### src/rtl/alu_axi_lite_seq_master_if.sv
// AXI-Lite link between the ALU sequencer (master) and the ALU register slave.
interface alu_axi_lite_seq_master_if #(
  parameter int ADDR_W = 4,
  parameter int DATA_W = 32
);
  logic [ADDR_W-1:0]   m_axi_awaddr;
  logic [2:0]          m_axi_awprot;
  logic                m_axi_awvalid;
  logic                m_axi_awready;
  logic [DATA_W-1:0]   m_axi_wdata;
  logic [DATA_W/8-1:0] m_axi_wstrb;
  logic                m_axi_wvalid;
  logic                m_axi_wready;
  logic [1:0]          m_axi_bresp;
  logic                m_axi_bvalid;
  logic                m_axi_bready;
  logic [ADDR_W-1:0]   m_axi_araddr;
  logic [2:0]          m_axi_arprot;
  logic                m_axi_arvalid;
  logic                m_axi_arready;
  logic [DATA_W-1:0]   m_axi_rdata;
  logic [1:0]          m_axi_rresp;
  logic                m_axi_rvalid;
  logic                m_axi_rready;

  modport master (
    output m_axi_awaddr, m_axi_awprot, m_axi_awvalid, m_axi_wdata, m_axi_wstrb, m_axi_wvalid,
           m_axi_bready, m_axi_araddr, m_axi_arprot, m_axi_arvalid, m_axi_rready,
    input  m_axi_awready, m_axi_wready, m_axi_bresp, m_axi_bvalid,
           m_axi_arready, m_axi_rdata, m_axi_rresp, m_axi_rvalid
  );

  modport slave (
    input  m_axi_awaddr, m_axi_awprot, m_axi_awvalid, m_axi_wdata, m_axi_wstrb, m_axi_wvalid,
           m_axi_bready, m_axi_araddr, m_axi_arprot, m_axi_arvalid, m_axi_rready,
    output m_axi_awready, m_axi_wready, m_axi_bresp, m_axi_bvalid,
           m_axi_arready, m_axi_rdata, m_axi_rresp, m_axi_rvalid
  );
endinterface

### src/rtl/alu_axi_lite_seq_master.sv
// Sequences one command into A/B/control writes plus a result read on the ALU slave,
// returning the 16-bit result with a sticky error flag on a valid/ready port.
module alu_axi_lite_seq_master #(
  parameter int C_M_AXI_ADDR_WIDTH = 4,
  parameter int C_M_AXI_DATA_WIDTH = 32,
  parameter logic [C_M_AXI_ADDR_WIDTH-1:0] C_BASE_ADDR = '0
) (
  input  logic        s_axi_aclk,
  input  logic        s_axi_aresetn,
  input  logic        cmd_valid,
  output logic        cmd_ready,
  input  logic [7:0]  cmd_a,
  input  logic [7:0]  cmd_b,
  input  logic [2:0]  cmd_opcode,
  output logic        rsp_valid,
  input  logic        rsp_ready,
  output logic [15:0] rsp_result,
  output logic        rsp_err,
  output logic        busy,
  output logic [15:0] op_count,
  alu_axi_lite_seq_master_if.master m_axi
);
  localparam int AW = C_M_AXI_ADDR_WIDTH;
  localparam int DW = C_M_AXI_DATA_WIDTH;

  typedef enum logic [2:0] {IDLE, WR, WRESP, RADDR, RDATA, DONE} state_t;

  typedef struct packed {
    logic [7:0] a;
    logic [7:0] b;
    logic [2:0] op;
  } cmd_t;

  // every bus-facing output lives in this register bundle
  typedef struct packed {
    logic          awvalid;
    logic          wvalid;
    logic          bready;
    logic          arvalid;
    logic          rready;
    logic          rsp_valid;
    logic          err;
    logic [AW-1:0] awaddr;
    logic [AW-1:0] araddr;
    logic [DW-1:0] wdata;
    logic [15:0]   result;
  } out_t;

  state_t      st_q, st_d;
  logic [1:0]  idx_q, idx_d;
  cmd_t        cmd_q, cmd_d;
  out_t        o_q, o_d;
  logic [15:0] cnt_q, cnt_d;

  function automatic logic [AW-1:0] beat_addr(input logic [1:0] i);
    return C_BASE_ADDR + AW'({i, 2'b00});
  endfunction

  function automatic logic [DW-1:0] beat_data(input logic [1:0] i, input cmd_t c);
    logic [DW-1:0] d;
    unique case (i)
      2'd0:    d = DW'(c.a);
      2'd1:    d = DW'(c.b);
      default: d = DW'({1'b1, c.op});
    endcase
    return d;
  endfunction

  always_comb begin
    st_d  = st_q;
    idx_d = idx_q;
    cmd_d = cmd_q;
    o_d   = o_q;
    cnt_d = cnt_q;
    unique case (st_q)
      IDLE: if (cmd_valid) begin
        cmd_d      = '{a: cmd_a, b: cmd_b, op: cmd_opcode};
        idx_d      = 2'd0;
        o_d.err    = 1'b0;
        o_d.awvalid = 1'b1;
        o_d.wvalid  = 1'b1;
        o_d.awaddr  = beat_addr(2'd0);
        o_d.wdata   = beat_data(2'd0, cmd_d);
        st_d        = WR;
      end
      WR: begin
        // AW and W retire independently; move on once both are gone
        if (m_axi.m_axi_awready) o_d.awvalid = 1'b0;
        if (m_axi.m_axi_wready)  o_d.wvalid  = 1'b0;
        if (!o_d.awvalid && !o_d.wvalid) begin
          o_d.bready = 1'b1;
          st_d       = WRESP;
        end
      end
      WRESP: if (m_axi.m_axi_bvalid) begin
        o_d.err    = o_q.err | (m_axi.m_axi_bresp != 2'b00);
        o_d.bready = 1'b0;
        if (idx_q != 2'd2) begin
          idx_d       = idx_q + 2'd1;
          o_d.awvalid = 1'b1;
          o_d.wvalid  = 1'b1;
          o_d.awaddr  = beat_addr(idx_d);
          o_d.wdata   = beat_data(idx_d, cmd_q);
          st_d        = WR;
        end else begin
          o_d.arvalid = 1'b1;
          o_d.araddr  = C_BASE_ADDR + AW'(4'hC);
          st_d        = RADDR;
        end
      end
      RADDR: if (m_axi.m_axi_arready) begin
        o_d.arvalid = 1'b0;
        o_d.rready  = 1'b1;
        st_d        = RDATA;
      end
      RDATA: if (m_axi.m_axi_rvalid) begin
        o_d.rready    = 1'b0;
        o_d.result    = m_axi.m_axi_rdata[15:0];
        o_d.err       = o_q.err | (m_axi.m_axi_rresp != 2'b00);
        o_d.rsp_valid = 1'b1;
        st_d          = DONE;
      end
      DONE: if (rsp_ready) begin
        o_d.rsp_valid = 1'b0;
        cnt_d         = cnt_q + 16'd1;
        st_d          = IDLE;
      end
      default: st_d = IDLE;
    endcase
  end

  always_ff @(posedge s_axi_aclk or negedge s_axi_aresetn) begin
    if (!s_axi_aresetn) begin
      st_q  <= IDLE;
      idx_q <= '0;
      cmd_q <= '0;
      o_q   <= '0;
      cnt_q <= '0;
    end else begin
      st_q  <= st_d;
      idx_q <= idx_d;
      cmd_q <= cmd_d;
      o_q   <= o_d;
      cnt_q <= cnt_d;
    end
  end

  logic unused_rdata;
  assign unused_rdata = ^m_axi.m_axi_rdata[DW-1:16];

  assign cmd_ready  = (st_q == IDLE) && s_axi_aresetn;
  assign busy       = (st_q != IDLE);
  assign rsp_valid  = o_q.rsp_valid;
  assign rsp_result = o_q.result;
  assign rsp_err    = o_q.err;
  assign op_count   = cnt_q;

  assign m_axi.m_axi_awaddr  = o_q.awaddr;
  assign m_axi.m_axi_awprot  = 3'b000;
  assign m_axi.m_axi_awvalid = o_q.awvalid;
  assign m_axi.m_axi_wdata   = o_q.wdata;
  assign m_axi.m_axi_wstrb   = '1;
  assign m_axi.m_axi_wvalid  = o_q.wvalid;
  assign m_axi.m_axi_bready  = o_q.bready;
  assign m_axi.m_axi_araddr  = o_q.araddr;
  assign m_axi.m_axi_arprot  = 3'b000;
  assign m_axi.m_axi_arvalid = o_q.arvalid;
  assign m_axi.m_axi_rready  = o_q.rready;
endmodule

### src/flat_wrapper.sv
// flat-port wrapper written by rule: the top's interface ports become plain ports
module alu_axi_lite_seq_master_flat 
#(
  parameter int C_M_AXI_ADDR_WIDTH = 4,
  parameter int C_M_AXI_DATA_WIDTH = 32,
  parameter logic [C_M_AXI_ADDR_WIDTH-1:0] C_BASE_ADDR = '0
)
  (s_axi_aclk, s_axi_aresetn, cmd_valid, cmd_ready, cmd_a, cmd_b, cmd_opcode, rsp_valid, rsp_ready, rsp_result, rsp_err, busy, op_count, m_axi_m_axi_awaddr, m_axi_m_axi_awprot, m_axi_m_axi_awvalid, m_axi_m_axi_wdata, m_axi_m_axi_wstrb, m_axi_m_axi_wvalid, m_axi_m_axi_bready, m_axi_m_axi_araddr, m_axi_m_axi_arprot, m_axi_m_axi_arvalid, m_axi_m_axi_rready, m_axi_m_axi_awready, m_axi_m_axi_wready, m_axi_m_axi_bresp, m_axi_m_axi_bvalid, m_axi_m_axi_arready, m_axi_m_axi_rdata, m_axi_m_axi_rresp, m_axi_m_axi_rvalid);
  alu_axi_lite_seq_master_if #(.ADDR_W(4), .DATA_W(32)) m_axi_i ();
  input  logic s_axi_aclk;
  input  logic s_axi_aresetn;
  input  logic cmd_valid;
  output logic cmd_ready;
  input  logic [7:0] cmd_a;
  input  logic [7:0] cmd_b;
  input  logic [2:0] cmd_opcode;
  output logic rsp_valid;
  input  logic rsp_ready;
  output logic [15:0] rsp_result;
  output logic rsp_err;
  output logic busy;
  output logic [15:0] op_count;
  output wire logic [$bits(m_axi_i.m_axi_awaddr)-1:0] m_axi_m_axi_awaddr;
  output wire logic [$bits(m_axi_i.m_axi_awprot)-1:0] m_axi_m_axi_awprot;
  output wire logic [$bits(m_axi_i.m_axi_awvalid)-1:0] m_axi_m_axi_awvalid;
  output wire logic [$bits(m_axi_i.m_axi_wdata)-1:0] m_axi_m_axi_wdata;
  output wire logic [$bits(m_axi_i.m_axi_wstrb)-1:0] m_axi_m_axi_wstrb;
  output wire logic [$bits(m_axi_i.m_axi_wvalid)-1:0] m_axi_m_axi_wvalid;
  output wire logic [$bits(m_axi_i.m_axi_bready)-1:0] m_axi_m_axi_bready;
  output wire logic [$bits(m_axi_i.m_axi_araddr)-1:0] m_axi_m_axi_araddr;
  output wire logic [$bits(m_axi_i.m_axi_arprot)-1:0] m_axi_m_axi_arprot;
  output wire logic [$bits(m_axi_i.m_axi_arvalid)-1:0] m_axi_m_axi_arvalid;
  output wire logic [$bits(m_axi_i.m_axi_rready)-1:0] m_axi_m_axi_rready;
  input wire logic [$bits(m_axi_i.m_axi_awready)-1:0] m_axi_m_axi_awready;
  input wire logic [$bits(m_axi_i.m_axi_wready)-1:0] m_axi_m_axi_wready;
  input wire logic [$bits(m_axi_i.m_axi_bresp)-1:0] m_axi_m_axi_bresp;
  input wire logic [$bits(m_axi_i.m_axi_bvalid)-1:0] m_axi_m_axi_bvalid;
  input wire logic [$bits(m_axi_i.m_axi_arready)-1:0] m_axi_m_axi_arready;
  input wire logic [$bits(m_axi_i.m_axi_rdata)-1:0] m_axi_m_axi_rdata;
  input wire logic [$bits(m_axi_i.m_axi_rresp)-1:0] m_axi_m_axi_rresp;
  input wire logic [$bits(m_axi_i.m_axi_rvalid)-1:0] m_axi_m_axi_rvalid;
  assign m_axi_m_axi_awaddr = m_axi_i.m_axi_awaddr;
  assign m_axi_m_axi_awprot = m_axi_i.m_axi_awprot;
  assign m_axi_m_axi_awvalid = m_axi_i.m_axi_awvalid;
  assign m_axi_m_axi_wdata = m_axi_i.m_axi_wdata;
  assign m_axi_m_axi_wstrb = m_axi_i.m_axi_wstrb;
  assign m_axi_m_axi_wvalid = m_axi_i.m_axi_wvalid;
  assign m_axi_m_axi_bready = m_axi_i.m_axi_bready;
  assign m_axi_m_axi_araddr = m_axi_i.m_axi_araddr;
  assign m_axi_m_axi_arprot = m_axi_i.m_axi_arprot;
  assign m_axi_m_axi_arvalid = m_axi_i.m_axi_arvalid;
  assign m_axi_m_axi_rready = m_axi_i.m_axi_rready;
  assign m_axi_i.m_axi_awready = m_axi_m_axi_awready;
  assign m_axi_i.m_axi_wready = m_axi_m_axi_wready;
  assign m_axi_i.m_axi_bresp = m_axi_m_axi_bresp;
  assign m_axi_i.m_axi_bvalid = m_axi_m_axi_bvalid;
  assign m_axi_i.m_axi_arready = m_axi_m_axi_arready;
  assign m_axi_i.m_axi_rdata = m_axi_m_axi_rdata;
  assign m_axi_i.m_axi_rresp = m_axi_m_axi_rresp;
  assign m_axi_i.m_axi_rvalid = m_axi_m_axi_rvalid;
  alu_axi_lite_seq_master #(.C_M_AXI_ADDR_WIDTH(C_M_AXI_ADDR_WIDTH), .C_M_AXI_DATA_WIDTH(C_M_AXI_DATA_WIDTH), .C_BASE_ADDR(C_BASE_ADDR)) u_core (.s_axi_aclk(s_axi_aclk), .s_axi_aresetn(s_axi_aresetn), .cmd_valid(cmd_valid), .cmd_ready(cmd_ready), .cmd_a(cmd_a), .cmd_b(cmd_b), .cmd_opcode(cmd_opcode), .rsp_valid(rsp_valid), .rsp_ready(rsp_ready), .rsp_result(rsp_result), .rsp_err(rsp_err), .busy(busy), .op_count(op_count), .m_axi(m_axi_i));
endmodule
### config.mk
export PLATFORM = sky130hd
export DESIGN_NAME = alu_axi_lite_seq_master_flat
export DESIGN_NICKNAME = d
export VERILOG_FILES = /design/src/rtl/alu_axi_lite_seq_master_if.sv /design/src/rtl/alu_axi_lite_seq_master.sv /design/src/flat_wrapper.sv
export SDC_FILE = /design/constraint.sdc
export NUM_CORES = 1
export LEC_CHECK = 0
export ABC_AREA = 1
export BUFFER_PORTS_ARGS = -buffer_cell sky130_fd_sc_hd__buf_2
export CORE_UTILIZATION = 53
export DETAILED_ROUTE_END_ITERATION = 16
export PLACE_DENSITY = 0.94
export SLEW_MARGIN = 20
export SYNTH_ARGS = -nofsm -noshare
export SYNTH_HDL_FRONTEND = slang
export SYNTH_SLANG_ARGS = --single-unit
export TNS_END_PERCENT = 50
### constraint.sdc
create_clock -name s_axi_aclk -period 2.5 [get_ports s_axi_aclk]
set_clock_uncertainty 0.15 [all_clocks]
set_input_delay 0.375 -clock s_axi_aclk [delete_from_list [all_inputs] [get_ports s_axi_aclk]]
set_output_delay 0.375 -clock s_axi_aclk [all_outputs]
set_load 0.05 [all_outputs]
Yosys cells after proc, flatten, opt, wreduce, memory -nomap -nowiden
Index checks and enable logic that the tools add are counted.

storage, ports and cells
  register bits = 100
  input port bits = 64
  output and inout bits = 91
  logic and storage cells = 104

operators by class
  add/subtract/negate cells = 2
  eq/ne operators = 15
  muxes and demuxes = 39
  bitwise operators = 3
  reduce and logical (&&, ||, !) cells = 28

operators by type and width
  kind                                                                     number
  32-bit 2-to-1 mux                                                        2
  32-bit case mux with 2 select lines                                      1
  41-bit 2-to-1 mux                                                        1
  3-bit 2-to-1 mux                                                         7
  3-bit case mux with 6 select lines                                       1
  16-bit by 1-bit adder with 16-bit output, second input constant          1
  8-bit case mux with 2 select lines                                       1
  4-bit AND reduction                                                      4
  2-bit 2-to-1 mux                                                         7
  2-bit inequality test, second input constant                             7
  2-bit nonzero test                                                       7
  4-bit 2-to-1 mux                                                         3
  3-bit AND reduction                                                      4
  3-bit nonzero test                                                       3
  1-bit case mux with 2 select lines                                       4
  4-bit case mux with 2 select lines                                       1
  1-bit 2-to-1 mux                                                         7
  3-bit by 2-bit equality test with 1-bit output, second input constant    2
  3-bit equality test, second input constant                               2
  2-bit case mux with 3 select lines                                       1
  2-bit AND reduction                                                      3
  6-bit AND reduction                                                      1
  5-bit 2-to-1 mux                                                         1
  2-bit by 1-bit inequality test with 1-bit output, second input constant  2
  11 further kinds                                                         14

Longest topological paths before layout
Gate-level depths: netlist (run 1).

  depth in word-level cells = 6
  depth in mapped cells = 10
  depth with buffers taken out = 9

Least setup slack after synthesis (run 1)
Ideal clock, no wire load.

  kind = register -> output
  start point = register u_core.st_q[1]
  end point = output port cmd_ready
  data arrival time = 1.739 ns
  required time = 1.975 ns
  path slack = 0.236 ns
  cell stages (with the launch flop) = 4
  path buffers = 0
  cell sequence = dfrtp_1 nor2_1 nand2_1 nor2_1

between the ends
  cells in the longest elaborated chain, start to end = 2

ends and longest elaborated chain
  what                      RTL line                        text
  start: declaration        alu_axi_lite_seq_master.sv:49   state_t st_q, st_d;
  start signal: assignment  alu_axi_lite_seq_master.sv:140  st_q <= st_d;
  3-bit logical NOT         alu_axi_lite_seq_master.sv:151  assign cmd_ready = (st_q == IDLE) && s_axi_aresetn;
  1-bit logical AND         alu_axi_lite_seq_master.sv:151
  end: declaration          flat_wrapper.sv:13              output logic cmd_ready;

No other way between the ends.

Worst setup path in the final report (run 1)
  start point = register u_core.st_q[2]
  end point = output port cmd_ready

Same word-level chain as after synthesis.

==> results.py, run 1 <==
metrics = {
    "status": {
        "outcome": "finished, final reports clean",
    },
    "grt": {
        "grt_max_degree": 75,
        "globalRouteOverflowTotal": 0,
        "grt_pass1_wl_um": 13400,
        "antenna_found_initial": 0,
        "grt_pass1_vias": 2990,
        "grt_usage_pct": 22.2,
    },
    "setup_path": {
        "crit_arrival_ns": 1.59,
        "critPathKind": "flip-flop to primary output",
        "crit_chain": "inv_4 -> nand2_1 -> nor2_1 -> buf_2",
        "reg2reg_depth": 5,
        "crit_required_ns": 1.98,
        "max_stage_delay_ns": 0.53,
        "end_kind": "primary output",
        "worst-path-max-fanout": 9,
        "cp-start-kind": "flip-flop",
        "slowest_stage": "dfrtp_1",
    },
    "clocking": {
        "cts_buffer_depth": 2,
        "cts_tree": "done",
        "cts_made_buffers": 9,
        "cts-root-buf": "clkbuf_8",
        "postCtsResizedCells": 0,
        "clk_latency_ns": 0.35,
        "postCtsSetupBuffers": 0,
        "cts.sinks": 74,
        "clkTransAtPathRegs_ns": 0.08,
        "cts_max_level": 3,
        "cts_hold_buffers": 0,
    },
    "synth": {
        "avgSynthCellArea_um2": 7.95,
        "synth_edf_count": 0,
        "synth_area_leaders": "dfrtp_1 46%, nand2_1 19%, buf_4 7.6%",
        "ys_types": 32,
        "synth_area_um2": 4060,
        "ys_async_sr_fraction_pct": 100,
        "ys_ff_latch": 74,
        "synth_most_common_cell": "nand2_1",
        "synth_common_cells": "210 x nand2_1, 74 x dfrtp_1, 57 x nand3_1, 41 x buf_4, 27 x inv_1",
        "synth_top_cell_by_area": "dfrtp_1",
        "synth_flop_cell": "dfrtp_1",
        "syn_inst": 511,
        "ys_seq_area_share_pct": 45.6,
        "netlist.area_leader.share_pct": 45.6,
        "yosysWarnings": 0,
    },
    "drt": {
        "vias": 3402,
        "ant_nets": 0,
        "route.detailed.drc": 0,
        "routed_wl_um": 8540,
        "drtPass1Iterations": 6,
        "routed_via_density": 4.81,
        "wl_per_cell_um": 12.1,
        "drt_iter0_markers": 183,
    },
    "layout": {
        "fillers": 642,
        "area_growth_pct": 14.4,
        "final_layout_size_suffix_gt1_share_pct": 24.1,
        "final_area_um2": 4640,
        "stdcell_count": 708,
        "diodes": 0,
        "finish.net_count": 672,
    },
    "timing": {
        "hold_viol": 0,
        "slew_headroom_pct": 39.1,
        "layout_setup_ws_ns": 0.384,
        "max_freq_mhz": 473,
        "worst_slew_pin_slew_ns": 0.913,
        "slew_violations": 0,
        "hold_slack_ns": 0.0897,
        "fin_crit_ns": 2.12,
        "rsz0062_at_grt": "no",
        "tns_ns": 0,
        "finalCritPeriodShare_pct": 84.6,
        "finalSetupViolations": 0,
    },
    "place": {
        "hpwl_um": 6270,
        "dpl_cell_area_um2": 4430,
        "dp_cells": 692,
        "pre_cts_ws_ns": 0.613,
        "routabilityCongestion": 0.874,
        "io_buffers": 100,
    },
    "floorplanning": {
        "dieArea_um2": 8020,
        "core_area_um2": 7330,
        "io_pins": 155,
        "row_count": 31,
        "die_x_um": 89.5,
        "start_util_pct": 55.4,
        "die_h_um": 89.5,
    },
    "hold_path": {
        "min_path_type": "primary input to async pin",
    },
    "power_and_ir_drop": {
        "seqPwrFrac_pct": 32.7,
        "clkPwrFrac_pct": 16.7,
        "power_density_nw_per_um2": 1300,
        "switchingPower_uw": 3080,
        "netSwitchingFraction_pct": 51.0,
        "p_leak_uw": 0.00271,
        "max-vdd-ir-drop_v": 0.000741,
        "intPower_uw": 2960,
        "power_frac_comb_pct": 50.6,
    },
    "run": {
        "cap_violations": 0,
    },
}
-- state kept, by name, summed over array words and instances, names as in the netlist --
register and flops:
u_core.rsp_valid 1, u_core.rsp_err 1, u_core.cmd_q 19, u_core.m_axi.m_axi_awaddr 2, u_core.rsp_result 16, u_core.op_count 16, u_core.m_axi.m_axi_arvalid 1, u_core.idx_q 2
u_core.m_axi.m_axi_rready 1, u_core.m_axi.m_axi_wdata 8, u_core.st_q 3, u_core.m_axi.m_axi_araddr 1, u_core.m_axi.m_axi_awvalid 1, u_core.m_axi.m_axi_bready 1, u_core.m_axi.m_axi_wvalid 1
-- area by class of cell --
cell class	count	area [um2]	share of cell area [%]
flip-flops and latches	74	1850	39.9
multi-input cells	384	1800	38.7
repair buffers	102	518	11.2
clock inverters	7	93.8	2.02
well taps	99	124	2.67
clock buffers	9	124	2.67
inverters	33	134	2.88
-- cell usage in the layout, fill, tap and decap left out, types with 5 or more instances in the layout --
| cell type | instances |
|---|---|
| conb_1 | 38 |
| nand4_1 | 7 |
| inv_1 | 27 |
| buf_2 | 99 |
| nand2_1 | 210 |
| nand2_2 | 5 |
| nand2_4 | 6 |
| nor2_1 | 22 |
| xor2_1 | 7 |
| nand3_1 | 57 |
| clkbuf_8 | 9 |
| dfrtp_1 | 74 |
-- critical path, delay by kind of cell, from the launching register on --
kind / cells / cell delay (ns)
DFF: 1 / 0.53
and+or+nand+nor: 2 / 0.27
buffers and inverters: 2 / 0.44
-- logic make-up after synthesis --
family	after synthesis	share of synthesized area [%]
xor+xnor	11	2.37
other cells	2	0.185
flops	74	45.6
compound gates	7	0.862
fa+ha+maj	4	1.23
buf+inv	89	13.4
simple gates	324	36.3
-- through the flow --
stage | utilization, % | total power (uW)
3_3_place_gp | 60.4 | 4930
3_5_place_dp | 60.4 | 5050
5_1_grt | 63.4 | 6440
2_1_floorplan | - | 4490
4_1_cts | 63.4 | 6070
6_report | 63.4 | 6040
-- per-layer routing --
| metal | up-vias | wire length, um | GRT usage, % |
|---|---|---|---|
| met1 | 1555 | 3730 | 29.9 |
| met5 | - | 0 | 0 |
| met3 | 16 | 425 | 3.60 |
| li1 | 1698 | - | - |
| met2 | 133 | 4210 | 35.8 |
| met4 | 0 | 177 | 9.24 |
-- power groups by stage --
| stage | sequential [uW] | clock (uW) | combinational (uW) |
|---|---|---|---|
| CTS | 1970 | 1030 | 3070 |
| global route | 2030 | 1080 | 3330 |
| floorplan | 2850 | 0 | 1640 |
| global placement | 1960 | 0 | 2970 |
| finish | 1980 | 1010 | 3060 |
| detailed placement | 1990 | 0 | 3060 |
-- worst paths after layout --
kind                                                         start  slack (ns)                                  endpoint
min                                                  s_axi_aresetn        0.09              u_core.cmd_q[15]$_DFFE_PN0P_
max                                     u_core.st_q[2]$_DFFE_PN0P_        0.38                                 cmd_ready
min in group s_axi_aclk                       m_axi_m_axi_rdata[9]        0.11          u_core.rsp_result[9]$_DFFE_PN0P_
max in group asynchronous                            s_axi_aresetn        1.49  u_core.m_axi.m_axi_araddr[2]$_DFFE_PN0P_
max reg2reg                             u_core.st_q[2]$_DFFE_PN0P_        0.64          u_core.rsp_result[0]$_DFFE_PN0P_
min reg2reg                u_core.m_axi.m_axi_wdata[6]$_DFFE_PN0P_        0.32   u_core.m_axi.m_axi_wdata[6]$_DFFE_PN0P_
No activity file was read; power rests on OpenSTA's default activity.
==> inputs of run 2 (changes only) <==
--- a/config.mk
+++ b/config.mk
@@ -7,9 +7,9 @@
 export LEC_CHECK = 0
 export ABC_AREA = 1
 export BUFFER_PORTS_ARGS = -buffer_cell sky130_fd_sc_hd__buf_2
-export CORE_UTILIZATION = 53
+export CORE_UTILIZATION = 49
 export DETAILED_ROUTE_END_ITERATION = 16
-export PLACE_DENSITY = 0.94
+export PLACE_DENSITY = 0.88
 export SLEW_MARGIN = 20
 export SYNTH_ARGS = -nofsm -noshare
 export SYNTH_HDL_FRONTEND = slang
==> constraint.sdc (replaced) <==
create_clock -name s_axi_aclk -period 2.2 [get_ports s_axi_aclk]
set_clock_uncertainty 0.15 [all_clocks]
set_input_delay 0.33 -clock s_axi_aclk [delete_from_list [all_inputs] [get_ports s_axi_aclk]]
set_output_delay 0.33 -clock s_axi_aclk [all_outputs]
set_load 0.05 [all_outputs]
==> run 2 against run 1 <==
Compared with the run above: final cell count up 0.71%; utilization fell by 3.9 points; combinational power up 14%; first-iteration DRC count shrank 19%; global-route usage fell by 1.2 points; worst hold slack lost 0.049 ns; clock power grew 22%; critical path type unchanged; highest routed layer unchanged.
==> results.py, run 2 (same netlist as run 1, synthesis figures left out) <==
metrics = {
    "layout": {
        "diodes": 0,
        "finish.net_count": 674,
        "area_growth_pct": 15.4,
        "stdcell_count": 713,
        "most-common-layout-cells": "210 x nand2_1, 99 x buf_2, 74 x dfrtp_1",
        "regMostFlops": "u_core.cmd_q",
        "largest_register_ff_count": 19,
        "layout_commonest_cell": "nand2_1",
        "fillers": 692,
        "final_layout_size_suffix_gt1_share_pct": 24.5,
    },
    "setup_path": {
        "crit_chain": "inv_4 -> nand2_1 -> nor2_2 -> buf_2",
        "end_kind": "primary output",
        "critPathTopFamily": "flip-flops",
        "r2r_slack_ns": 0.38,
        "critical_path_buf_inv_count": 2,
        "crit_arrival_ns": 1.63,
        "max_stage_delay_ns": 0.54,
        "slowest_stage": "dfrtp_1",
        "crit_required_ns": 1.72,
        "cp-start-kind": "flip-flop",
        "critPathKind": "flip-flop to primary output",
        "worst-path-max-fanout": 9,
    },
    "place": {
        "routabilityCongestion": 0.880,
        "io_buffers": 100,
        "hpwl_um": 6270,
        "dp_cells": 697,
    },
    "grt": {
        "antenna_found_initial": 0,
        "grt_pass1_wl_um": 14500,
        "grt_pass1_vias": 3204,
        "grt_usage_pct": 21.0,
        "globalRouteOverflowTotal": 0,
        "grt_max_degree": 75,
    },
    "clocking": {
        "cts_tree": "done",
        "clkTransAtPathRegs_ns": 0.08,
        "cts_max_level": 3,
        "cts_hold_buffers": 0,
        "cts_made_buffers": 9,
        "cts-root-buf": "clkbuf_8",
        "cts.sinks": 74,
        "cts_buffer_depth": 2,
        "postCtsResizedCells": 0,
        "postCtsSetupBuffers": 0,
        "clk_latency_ns": 0.34,
    },
    "power_and_ir_drop": {
        "max-vdd-ir-drop_v": 0.000771,
        "seqPwrFrac_pct": 32.4,
        "total_power_uw": 6960,
        "intPower_uw": 3470,
        "power_density_nw_per_um2": 1480,
        "switchingPower_uw": 3490,
        "p_leak_uw": 0.00274,
        "clkPwrFrac_pct": 17.6,
        "netSwitchingFraction_pct": 50.2,
        "power_frac_comb_pct": 50.0,
    },
    "floorplanning": {
        "row_count": 32,
        "die_h_um": 93.0,
        "dieArea_um2": 8660,
        "core_area_um2": 7890,
        "io_pins": 155,
        "start_util_pct": 51.5,
        "die_x_um": 93.0,
    },
    "drt": {
        "met3_length_um": 409,
        "routed_via_density": 4.87,
        "routed_wl_um": 8620,
        "drtPass1Iterations": 5,
        "highest_layer": "met4",
        "route.detailed.drc": 0,
        "drt_iter0_markers": 149,
        "vias": 3475,
        "route.met2.wl_um": 4260,
        "wl_per_cell_um": 12.1,
        "wl_met1_um": 3780,
        "ant_nets": 0,
    },
    "run": {
        "cap_violations": 0,
    },
    "timing": {
        "fin_crit_ns": 2.11,
        "tns_ns": 0,
        "finalSetupViolations": 0,
        "slew_headroom_pct": 37.4,
        "hold_viol": 0,
        "worst_slew_pin_slew_ns": 0.939,
        "max_freq_mhz": 474,
        "slew_violations": 0,
        "finalCritPeriodShare_pct": 95.9,
        "rsz0062_at_grt": "no",
    },
    "status": {
        "outcome": "finished, final reports clean",
    },
    "hold_path": {
        "min_path_type": "primary input to async pin",
    },
}
-- run 2: cell types whose count changed in the layout (fill, tap and decap cells not counted), sizes merged --
cell | before | now
buf | 102 | 104
clkbuf | 9 | 12
clkinv | 4 | 2
clkinvlp | 2 | 1
-- run 2: per-stage QoR --
step / setup slack (ns) / area, um2 / util [%] / hold slack [ns]
after floorplan: 0.200 / 4200 / - / -0.116
after global placement: 0.446 / 4450 / 56.4 / 0.299
after detailed placement: 0.397 / 4450 / 56.4 / 0.304
after CTS: 0.100 / 4690 / 59.4 / 0.0544
after global routing: 0.0287 / 4690 / 59.4 / 0.0685
final: 0.0900 / 4690 / 59.4 / 0.0403
-- run 2: power by group through the flow --
| stage | clock network [uW] | registers, uW | logic, uW |
|---|---|---|---|
| 2_1_floorplan | 0 | 3240 | 1870 |
| 3_3_place_gp | 0 | 2230 | 3400 |
| 3_5_place_dp | 0 | 2260 | 3480 |
| 4_1_cts | 1250 | 2240 | 3490 |
| 5_1_grt | 1310 | 2310 | 3790 |
| 6_report | 1230 | 2250 | 3480 |
-- run 2: layout make-up --
type                    count  area (um2)  share of cell area (%)
inverters                  33         134                    2.86
clock inverters             4        72.6                    1.55
clock buffers              12         165                    3.52
well taps                 102         128                    2.72
flip-flops and latches     74        1850                    39.5
repair buffers            104         533                    11.4
multi-input cells         384        1800                    38.5
-- run 2: metal layers --
| layer | track usage [%] | up-vias |
|---|---|---|
| met3 | 2.76 | 13 |
| met1 | 27.3 | 1623 |
| met2 | 35.5 | 140 |
| li1 | - | 1699 |
| met4 | 8.46 | 0 |
| met5 | 0 | - |
-- run 2: worst paths after layout --
kind                                                         start                                      end  cells past startpoint
setup / recovery                        u_core.st_q[2]$_DFFE_PN0P_                                cmd_ready                      4
hold / removal                                       s_axi_aresetn             u_core.cmd_q[16]$_DFFE_PN0P_                      2
setup reg to reg                        u_core.st_q[2]$_DFFE_PN0P_              u_core.idx_q[1]$_DFFE_PN0P_                      8
hold reg to reg            u_core.m_axi.m_axi_wdata[6]$_DFFE_PN0P_  u_core.m_axi.m_axi_wdata[6]$_DFFE_PN0P_                      2
max in group asynchronous                            s_axi_aresetn           u_core.op_count[2]$_DFFE_PN0P_                      2
min in group s_axi_aclk                                   cmd_b[0]              u_core.cmd_q[3]$_DFFE_PN0P_                      3
==> inputs of run 3 (changes only) <==
--- a/config.mk
+++ b/config.mk
@@ -7,6 +7,7 @@
 export LEC_CHECK = 0
 export ABC_AREA = 1
 export BUFFER_PORTS_ARGS = -buffer_cell sky130_fd_sc_hd__buf_2
+export CORE_MARGIN = 4
 export CORE_UTILIZATION = 49
 export DETAILED_ROUTE_END_ITERATION = 16
 export PLACE_DENSITY = 0.88
==> constraint.sdc (replaced) <==
create_clock -name s_axi_aclk -period 2.2 [get_ports s_axi_aclk]
set_clock_uncertainty 0.15 [all_clocks]
set_input_delay 0.11 -clock s_axi_aclk [delete_from_list [all_inputs] [get_ports s_axi_aclk]]
set_output_delay 0.11 -clock s_axi_aclk [all_outputs]
set_load 0.05 [all_outputs]
==> run 3 against run 2 <==
Compared with the run above: setup slack gained 0.14 ns; design area grew 7.6%; total power shrank 0.84%; via count grew 6.3%; combinational power grew 3%; maximum frequency grew 7.1%; non-clock buffer count grew 39; utilization grew 4.5 points; largest cell class unchanged.
==> results.py, run 3 (same netlist as run 1, synthesis figures left out) <==
metrics = {
    "drt": {
        "route.detailed.drc": 0,
        "ant_nets": 0,
        "wl_per_cell_um": 13.2,
        "routed_wl_um": 9930,
        "drtPass1Iterations": 5,
        "vias": 3695,
        "routed_via_density": 4.91,
        "drt_iter0_markers": 216,
    },
    "timing": {
        "tns_ns": 0,
        "finalSetupViolations": 0,
        "rsz0062_at_grt": "no",
        "slew_headroom_pct": 39.2,
        "worst_slew_pin_slew_ns": 0.912,
        "max_freq_mhz": 508,
        "hold_viol": 0,
        "fin_crit_ns": 1.97,
        "slew_violations": 0,
        "hold_slack_ns": 0.0273,
        "finalCritPeriodShare_pct": 89.6,
    },
    "setup_path": {
        "reg2reg_depth": 8,
        "cp-start-kind": "flip-flop",
        "worst-path-max-fanout": 9,
        "r2r_slack_ns": 0.30,
        "reg2reg_from": "u_core.st_q[2]$_DFFE_PN0P_",
        "critPathKind": "flip-flop to primary output",
        "crit_required_ns": 1.94,
        "r2r_end": "u_core.m_axi.m_axi_wdata[6]$_DFFE_PN0P_",
        "end_kind": "primary output",
        "crit_arrival_ns": 1.71,
    },
    "grt": {
        "grt_pass1_wl_um": 16400,
        "grt_max_degree": 75,
        "antenna_found_initial": 0,
        "globalRouteOverflowTotal": 0,
        "grt_usage_pct": 20.7,
        "grt_busiest_layer": "met2",
        "use_met3_pct": 4.18,
        "grt_use_met2_pct": 33.6,
        "grt.met1_usage_pct": 26.6,
        "grt_pass1_vias": 3499,
    },
    "hold_path": {
        "hold_start": "m_axi_m_axi_rvalid",
        "min_path_type": "primary input to flip-flop",
        "min_to": "u_core.rsp_result[4]$_DFFE_PN0P_",
        "min_path_cells": 3,
    },
    "place": {
        "hpwl_um": 6570,
        "routabilityCongestion": 0.888,
        "dpl_cell_area_um2": 4440,
        "io_buffers": 100,
    },
    "layout": {
        "area_growth_pct": 24.2,
        "most-common-layout-cells": "210 x nand2_1, 99 x buf_2, 74 x dfrtp_1",
        "largest_register_ff_count": 19,
        "final_layout_size_suffix_gt1_share_pct": 22.8,
        "finish.net_count": 713,
        "fillers": 650,
        "final_area_um2": 5040,
        "regMostFlops": "u_core.cmd_q",
        "layout_commonest_cell": "nand2_1",
        "register_area_um2": 1850,
        "multi_input_comb_area_um2": 1800,
        "diodes": 0,
    },
    "floorplanning": {
        "dieArea_um2": 9810,
        "die_x_um": 99.0,
        "io_pins": 155,
        "core_area_um2": 7890,
        "die_h_um": 99.0,
        "row_count": 32,
        "start_util_pct": 51.5,
    },
    "clocking": {
        "cts.sinks": 74,
        "cts_made_buffers": 9,
        "clkTransAtPathRegs_ns": 0.09,
        "postCtsResizedCells": 0,
        "cts_tree": "done",
        "clk_latency_ns": 0.36,
        "cts_buffer_depth": 2,
        "cts-root-buf": "clkbuf_8",
        "cts_max_level": 3,
    },
    "power_and_ir_drop": {
        "power_density_nw_per_um2": 1370,
        "max-vdd-ir-drop_v": 0.000974,
        "p_leak_uw": 0.00288,
    },
    "run": {
        "cap_violations": 0,
    },
    "status": {
        "outcome": "finished, final reports clean",
    },
}
[run 3: per-stage QoR]
step	util [%]	worst slack, ns	instances	power, uW
detailed placement	56.3	0.406	696	5740
global placement	56.3	0.447	696	5640
global route	63.9	0.129	752	7350
CTS	63.9	0.217	752	6880
finish	63.9	0.230	752	6900
floorplan	-	0.201	547	5110
[run 3: area by class of cell]
type                    count  area share, %
clock buffers              10           2.73
multi-input cells         384           35.7
well taps                 102           2.53
flip-flops and latches     74           36.7
clock inverters             6           1.32
repair buffers            143           18.4
inverters                  33           2.66
[run 3: how the worst max path moves through the flow]
stage / startpoint / end / slack, ns
global placement: u_core.st_q[2]$_DFFE_PN0P_ / u_core.m_axi.m_axi_wdata[5]$_DFFE_PN0P_ / 0.45
global route: u_core.st_q[2]$_DFFE_PN0P_ / cmd_ready / 0.13
detailed placement: u_core.st_q[2]$_DFFE_PN0P_ / u_core.idx_q[1]$_DFFE_PN0P_ / 0.41
floorplan: u_core.st_q[1]$_DFFE_PN0P_ / cmd_ready / 0.20
finish: u_core.st_q[2]$_DFFE_PN0P_ / cmd_ready / 0.23
CTS: u_core.st_q[2]$_DFFE_PN0P_ / cmd_ready / 0.22
[run 3: power by group]
part           internal [uW]  switching [uW]  total [uW]
clock network            554             519        1070
logic                    905            2660        3570
registers               1870             384        2260
total                   3330            3570        6900
[run 3: what timing repair did]
action | in CTS | in global routing
hold buffers | 40 | 0
endpoints found under the hold margin | 122 | 0
setup buffers | 0 | 0
[run 3: worst max-delay path, cell delays in order, from the launching register on]
cell and delay (ns):
dfrtp_1 0.55, inv_4 0.18, nand2_1 0.14, nor2_1 0.18, buf_2 0.30
[run 3: per-layer routing]
layer  wire length [um]  vias to the layer above
met2               4820                      183
met1               4000                     1687
met5                  0                        -
li1                   -                     1783
met4                359                        0
met3                744                       42
